File: config.mk
export PLATFORM = sky130hd
export DESIGN_NAME = aes_bram_arbiter
export DESIGN_NICKNAME = d
export VERILOG_FILES = /design/src/rtl/aes_bram_arbiter.sv
export SDC_FILE = /design/constraint.sdc
export NUM_CORES = 1
export LEC_CHECK = 0
export ABC_AREA = 1
export CORE_AREA = 2 2 142 144
export CTS_BUF_LIST = sky130_fd_sc_hd__clkbuf_4 sky130_fd_sc_hd__clkbuf_8
export DETAILED_ROUTE_END_ITERATION = 8
export DIE_AREA = 0 0 144 146
export PLACE_DENSITY = 0.82
export SLEW_MARGIN = 0
export SYNTH_ARGS = -nofsm -noshare
export SYNTH_HDL_FRONTEND = slang
export SYNTH_SLANG_ARGS = --single-unit
File: constraint.sdc
create_clock -name aes_clk -period 2.2 [get_ports aes_clk]
set_clock_uncertainty 0.15 [all_clocks]
set_input_delay 0.55 -clock aes_clk [delete_from_list [all_inputs] [get_ports aes_clk]]
set_output_delay 0.55 -clock aes_clk [all_outputs]
set_load 0.005 [all_outputs]
File: src/rtl/aes_bram_arbiter.sv
// Round-robin arbiter sharing one BRAM port between two AES requesters.
// One access in flight at a time: IDLE -> ISSUE -> WAIT -> DONE -> HOLDOFF -> IDLE.
`timescale 1ns/1ps
module aes_bram_arbiter #(
  parameter int RD_LATENCY = 2,
  parameter int ADDR_W     = 32
) (
  input  logic              aes_clk,
  input  logic              aes_rst_n,
  input  logic              r0_start_read,
  input  logic              r0_start_write,
  input  logic [ADDR_W-1:0] r0_bram_addr,
  input  logic [ADDR_W-1:0] r0_bram_write_addr,
  input  logic [31:0]       r0_bram_write_data,
  output logic [31:0]       r0_bram_read_data,
  output logic              r0_bram_complete,
  input  logic              r1_start_read,
  input  logic              r1_start_write,
  input  logic [ADDR_W-1:0] r1_bram_addr,
  input  logic [ADDR_W-1:0] r1_bram_write_addr,
  input  logic [31:0]       r1_bram_write_data,
  output logic [31:0]       r1_bram_read_data,
  output logic              r1_bram_complete,
  output logic              bram_en,
  output logic [3:0]        bram_we,
  output logic [ADDR_W-1:0] bram_addr,
  output logic [31:0]       bram_wdata,
  input  logic [31:0]       bram_rdata,
  output logic              arb_busy,
  output logic              arb_last_grant
);

  typedef enum logic [2:0] {IDLE, ISSUE, WAIT, DONE, HOLDOFF} state_t;

  state_t            state;
  logic              gnt;
  logic              op_wr;
  logic              rr_ptr;
  logic [2:0]        cnt;
  logic              req0, req1, sel, sel_wr;
  logic [ADDR_W-1:0] sel_addr;
  logic [31:0]       sel_wdata;

  // Write wins when a requester raises both levels; rr_ptr names who goes first on a tie.
  always_comb begin
    req0      = r0_start_read | r0_start_write;
    req1      = r1_start_read | r1_start_write;
    sel       = (req0 && req1) ? rr_ptr : req1;
    sel_wr    = sel ? r1_start_write : r0_start_write;
    sel_wdata = sel ? r1_bram_write_data : r0_bram_write_data;
    if (sel)
      sel_addr = r1_start_write ? r1_bram_write_addr : r1_bram_addr;
    else
      sel_addr = r0_start_write ? r0_bram_write_addr : r0_bram_addr;
  end

  always_ff @(posedge aes_clk or negedge aes_rst_n) begin
    if (!aes_rst_n) begin
      state             <= IDLE;
      gnt               <= 1'b0;
      op_wr             <= 1'b0;
      rr_ptr            <= 1'b0;
      cnt               <= '0;
      r0_bram_read_data <= '0;
      r1_bram_read_data <= '0;
      r0_bram_complete  <= 1'b0;
      r1_bram_complete  <= 1'b0;
      bram_en           <= 1'b0;
      bram_we           <= '0;
      bram_addr         <= '0;
      bram_wdata        <= '0;
      arb_busy          <= 1'b0;
      arb_last_grant    <= 1'b0;
    end else begin
      bram_en          <= 1'b0;
      bram_we          <= '0;
      r0_bram_complete <= 1'b0;
      r1_bram_complete <= 1'b0;
      case (state)
        IDLE: begin
          if (req0 || req1) begin
            gnt            <= sel;
            arb_last_grant <= sel;
            rr_ptr         <= ~sel;
            op_wr          <= sel_wr;
            bram_en        <= 1'b1;
            bram_we        <= sel_wr ? 4'hF : 4'h0;
            bram_addr      <= sel_addr;
            bram_wdata     <= sel_wdata;
            arb_busy       <= 1'b1;
            state          <= ISSUE;
          end
        end
        ISSUE: begin
          cnt   <= op_wr ? 3'd0 : 3'(RD_LATENCY - 1);
          state <= WAIT;
        end
        WAIT: begin
          if (cnt == 3'd0) begin
            if (!op_wr) begin
              if (gnt) r1_bram_read_data <= bram_rdata;
              else     r0_bram_read_data <= bram_rdata;
            end
            r0_bram_complete <= ~gnt;
            r1_bram_complete <= gnt;
            state            <= DONE;
          end else begin
            cnt <= 3'(cnt - 3'd1);
          end
        end
        DONE: state <= HOLDOFF;
        HOLDOFF: begin
          arb_busy <= 1'b0;
          state    <= IDLE;
        end
        default: state <= IDLE;
      endcase
    end
  end

endmodule

==> impl_results.md <==
- First-pass GRT wire length: around 39000 um
- Clock period minus final worst setup slack: 2.101 ns
- Worst Max-Slew Pin Slew: roughly 0.54 ns
- Period utilization: 95.50%
- Worst path slowest cell: clkdlybuf4s50_1
- Combinational power share: 49.0%
- R2r setup slk: 0.32 ns
- Worst r2r src: cnt[0]$_DFFE_PN0P_
- Die height: 146 um
- Crit path buf inv count: 1
- Ant diodes: 0
- Switching power: around 5000 uW
- P_leak: 0.005930 uW
- Worst Hold Launch: bram_wdata[15]$_DFFE_PN0P_
- DRT iter0 DRCs: 386
- Top cells by area, synth: dfrtp_1, nand2_1, o21ai_0
- Fillers: 1711
- WL/cell: about 15 um
- Via count: 7695
- Crit-path cells: clkdlybuf4s50_1
- Die area: 21020 sq um
- RSZ-0062 raised after global routing: false
- Power share of the sequential group: 33.7%
- Net count after synthesis: about 1200
- FP Rows: 51
- Hold slack: 0.3335 ns
- Gate count of the mapped netlist: 1007
- Layout cells sized above 1: 5.750%
- Highest-count cells in the layout ignoring fill and taps: nand2_1, clkdlybuf4s50_1, dfrtp_1, o21ai_0, inv_1
- Placer congestion estimate: 0.8562
- CTS Buffer Depth: 2
- Hpwl dp: 18710 um
- Core Region: 19330 sq um
- Cells after DPL: 1606
- CTS tree: done
- Final WL: 24970 um
- Final Hold Viols: 0
- Count of pins over their slew limit: 0
- Pwr dens: 1173 nW/um^2
- Status: finished, final reports clean
- Sequential area share after synthesis: 49.29%
- Commonest non-fill, non-tap cell in the layout: nand2_1
- Share of the synthesized area in the top cell type: a little under 50%
- Largest net degree at the start of global routing: 65
- Initial Util: 37.29%
- Vias in the first global route: 7679
- CTS root buffer: clkbuf_8
- Hold Path Stages: 2
- GRT Total Usage: 23.93%
- CP endpoint kind: primary output
- Crit Path Class: reg2out
- Synth Area per Inst: 7.159 sq um
- DR DRC count: 0
- Post-DR vias/cell: 4.695
- H-Tree Depth: 4
- Sw frac: 36.94%
- Clock Sinks: 142
- Die Wd: 144 um
- GRT overflow: 0
- FF-to-FF End: r0_bram_read_data[2]$_DFFE_PN0P_
- Crit path max fanout: 4
- Port buffer count: 366
- Crit path largest cell delay: 0.53 ns
- Nets: between 1500 and 2000
- I/O Pins: 367
- Internal power: 8621 uW
- CTS buffer count: 17
- Clock share of power: 17.3%
- Synth Warn #: 0
- FF+latch count, synth: between 100 and 150
- Synth-to-layout area growth: 61.71%
- Relative slew slack: 63.96%
- Max Freq: 0.4760 GHz
- Worst path required time: about 1.5 ns
- Cell variety after synth: 21
- Hold Crit Endpoint: bram_wdata[15]$_DFFE_PN0P_
- Delay-heaviest family, CP: buffers and inverters
- Startpoint types: register
- Hold Crit Class: reg2reg
- DRT antenna net count: 0
- Mapped cell area: 7209 sq um
- Maximum VDD drop: 716.7 uV
- Reg2reg path depth: 9
- Final Non-Filler Cells: approximately 1600
- Endpoints failing setup: 0
- Post-synth top area cell: dfrtp_1
- Initial antenna violation count: 0
- Clock Latency Late Sink: 0.45 ns
- CP arrival: 1.40 ns
- Drt pass-1 iters: 5
- Max Cap Viol: 0
- Clock slew at reported path FFs: 0.09 ns
[cell usage after synthesis, drive strengths merged]
master    n
nand2   536
nor2     12
ha        2
dfrtp   142
nor3      1
nand3    68
clkbuf   16
buf      48
o21ai   103
inv      79
[per-stage QoR]
step           area (sq um)  util [%]  setup WS [ns]  power (uW)  setup TNS (ns)
2_1_floorplan          7209         -         0.5436        7490               0
3_3_place_gp          11210     57.96       -0.02521       11150        -0.02521
3_5_place_dp          11210     57.96       -0.07243       11390         -0.1780
4_1_cts               11660     60.30        0.04534       13800               0
5_1_grt               11660     60.30        0.01991       14740               0
6_report              11660     60.30        0.09898       13670               0
[state kept, by name, indices dropped and copies added (netlist names)]
register,cells
r0_bram_complete,1
arb_busy,1
cnt,3
state,3
bram_en,1
gnt,1
r1_bram_complete,1
bram_addr,32
r1_bram_read_data,32
bram_we,1
bram_wdata,32
r0_bram_read_data,32
op_wr,1
rr_ptr,1
[worst max path at each step]
stage,from,endpoint,slack [ns],cells past startpoint
after CTS,bram_we[2]$_DFF_PN0_,bram_we[2],0.05,1
after detailed placement,r1_start_write,bram_wdata[27]$_DFFE_PN0P_,-0.07,10
after global routing,bram_we[2]$_DFF_PN0_,bram_we[2],0.02,1
final,bram_we[2]$_DFF_PN0_,bram_we[2],0.1,1
after global placement,r1_start_write,bram_wdata[27]$_DFFE_PN0P_,-0.03,10
after floorplan,r1_start_write,bram_addr[10]$_DFFE_PN0P_,0.54,9
[routing by layer]
layer | share of wire [%] | vias up | wire length [um] | global-route usage (%)
li1 | - | 3789 | - | -
met3 | 9.6 | 56 | 2395 | 8.128
met1 | 38 | 3516 | 9374 | 26.81
met2 | 50 | 334 | 12450 | 41.60
met5 | 0 | - | 0 | 0
met4 | 3.0 | 0 | 753 | 9.265
[power by group through the flow]
stage | Combinational (uW) | Clock [uW] | Sequential [uW]
after global routing | 7480 | 2510 | 4750
after global placement | 6550 | 0 | 4600
after detailed placement | 6770 | 0 | 4620
after floorplan | 2830 | 0 | 4660
after CTS | 6780 | 2410 | 4610
final | 6700 | 2360 | 4610
[cells by family after synthesis]
kind of cell               after synthesis  synth area share, %
DFF                                    142                49.29
and+or+nand+nor                        617                33.95
buffers and inverters                  143                9.111
adders and majority gates                2               0.3470
AOI/OAI and AO/OA                      103                7.307
[layout make-up]
type                            count  area [sq um]  share of cell area (%)
Timing Repair Buffer              399          4033                   34.59
Sequential cell                   142          3553                   30.48
Multi-Input combinational cell    722          2999                   25.72
Tap cell                          265         331.6                   2.844
Inverter                           79         296.5                   2.543
Clock buffer                       17         234.0                   2.007
Clock inverter                     15         211.5                   1.814
[repair_timing]
item                                    in CTS  in global routing
resized for setup                            2                  0
hold buffers                                 1                  0
setup buffers                                0                  0
hold endpoints to repair                    51                  0
endpoints found under the setup margin       2                  0
Note: power is estimated with default switching activity, not from simulation.
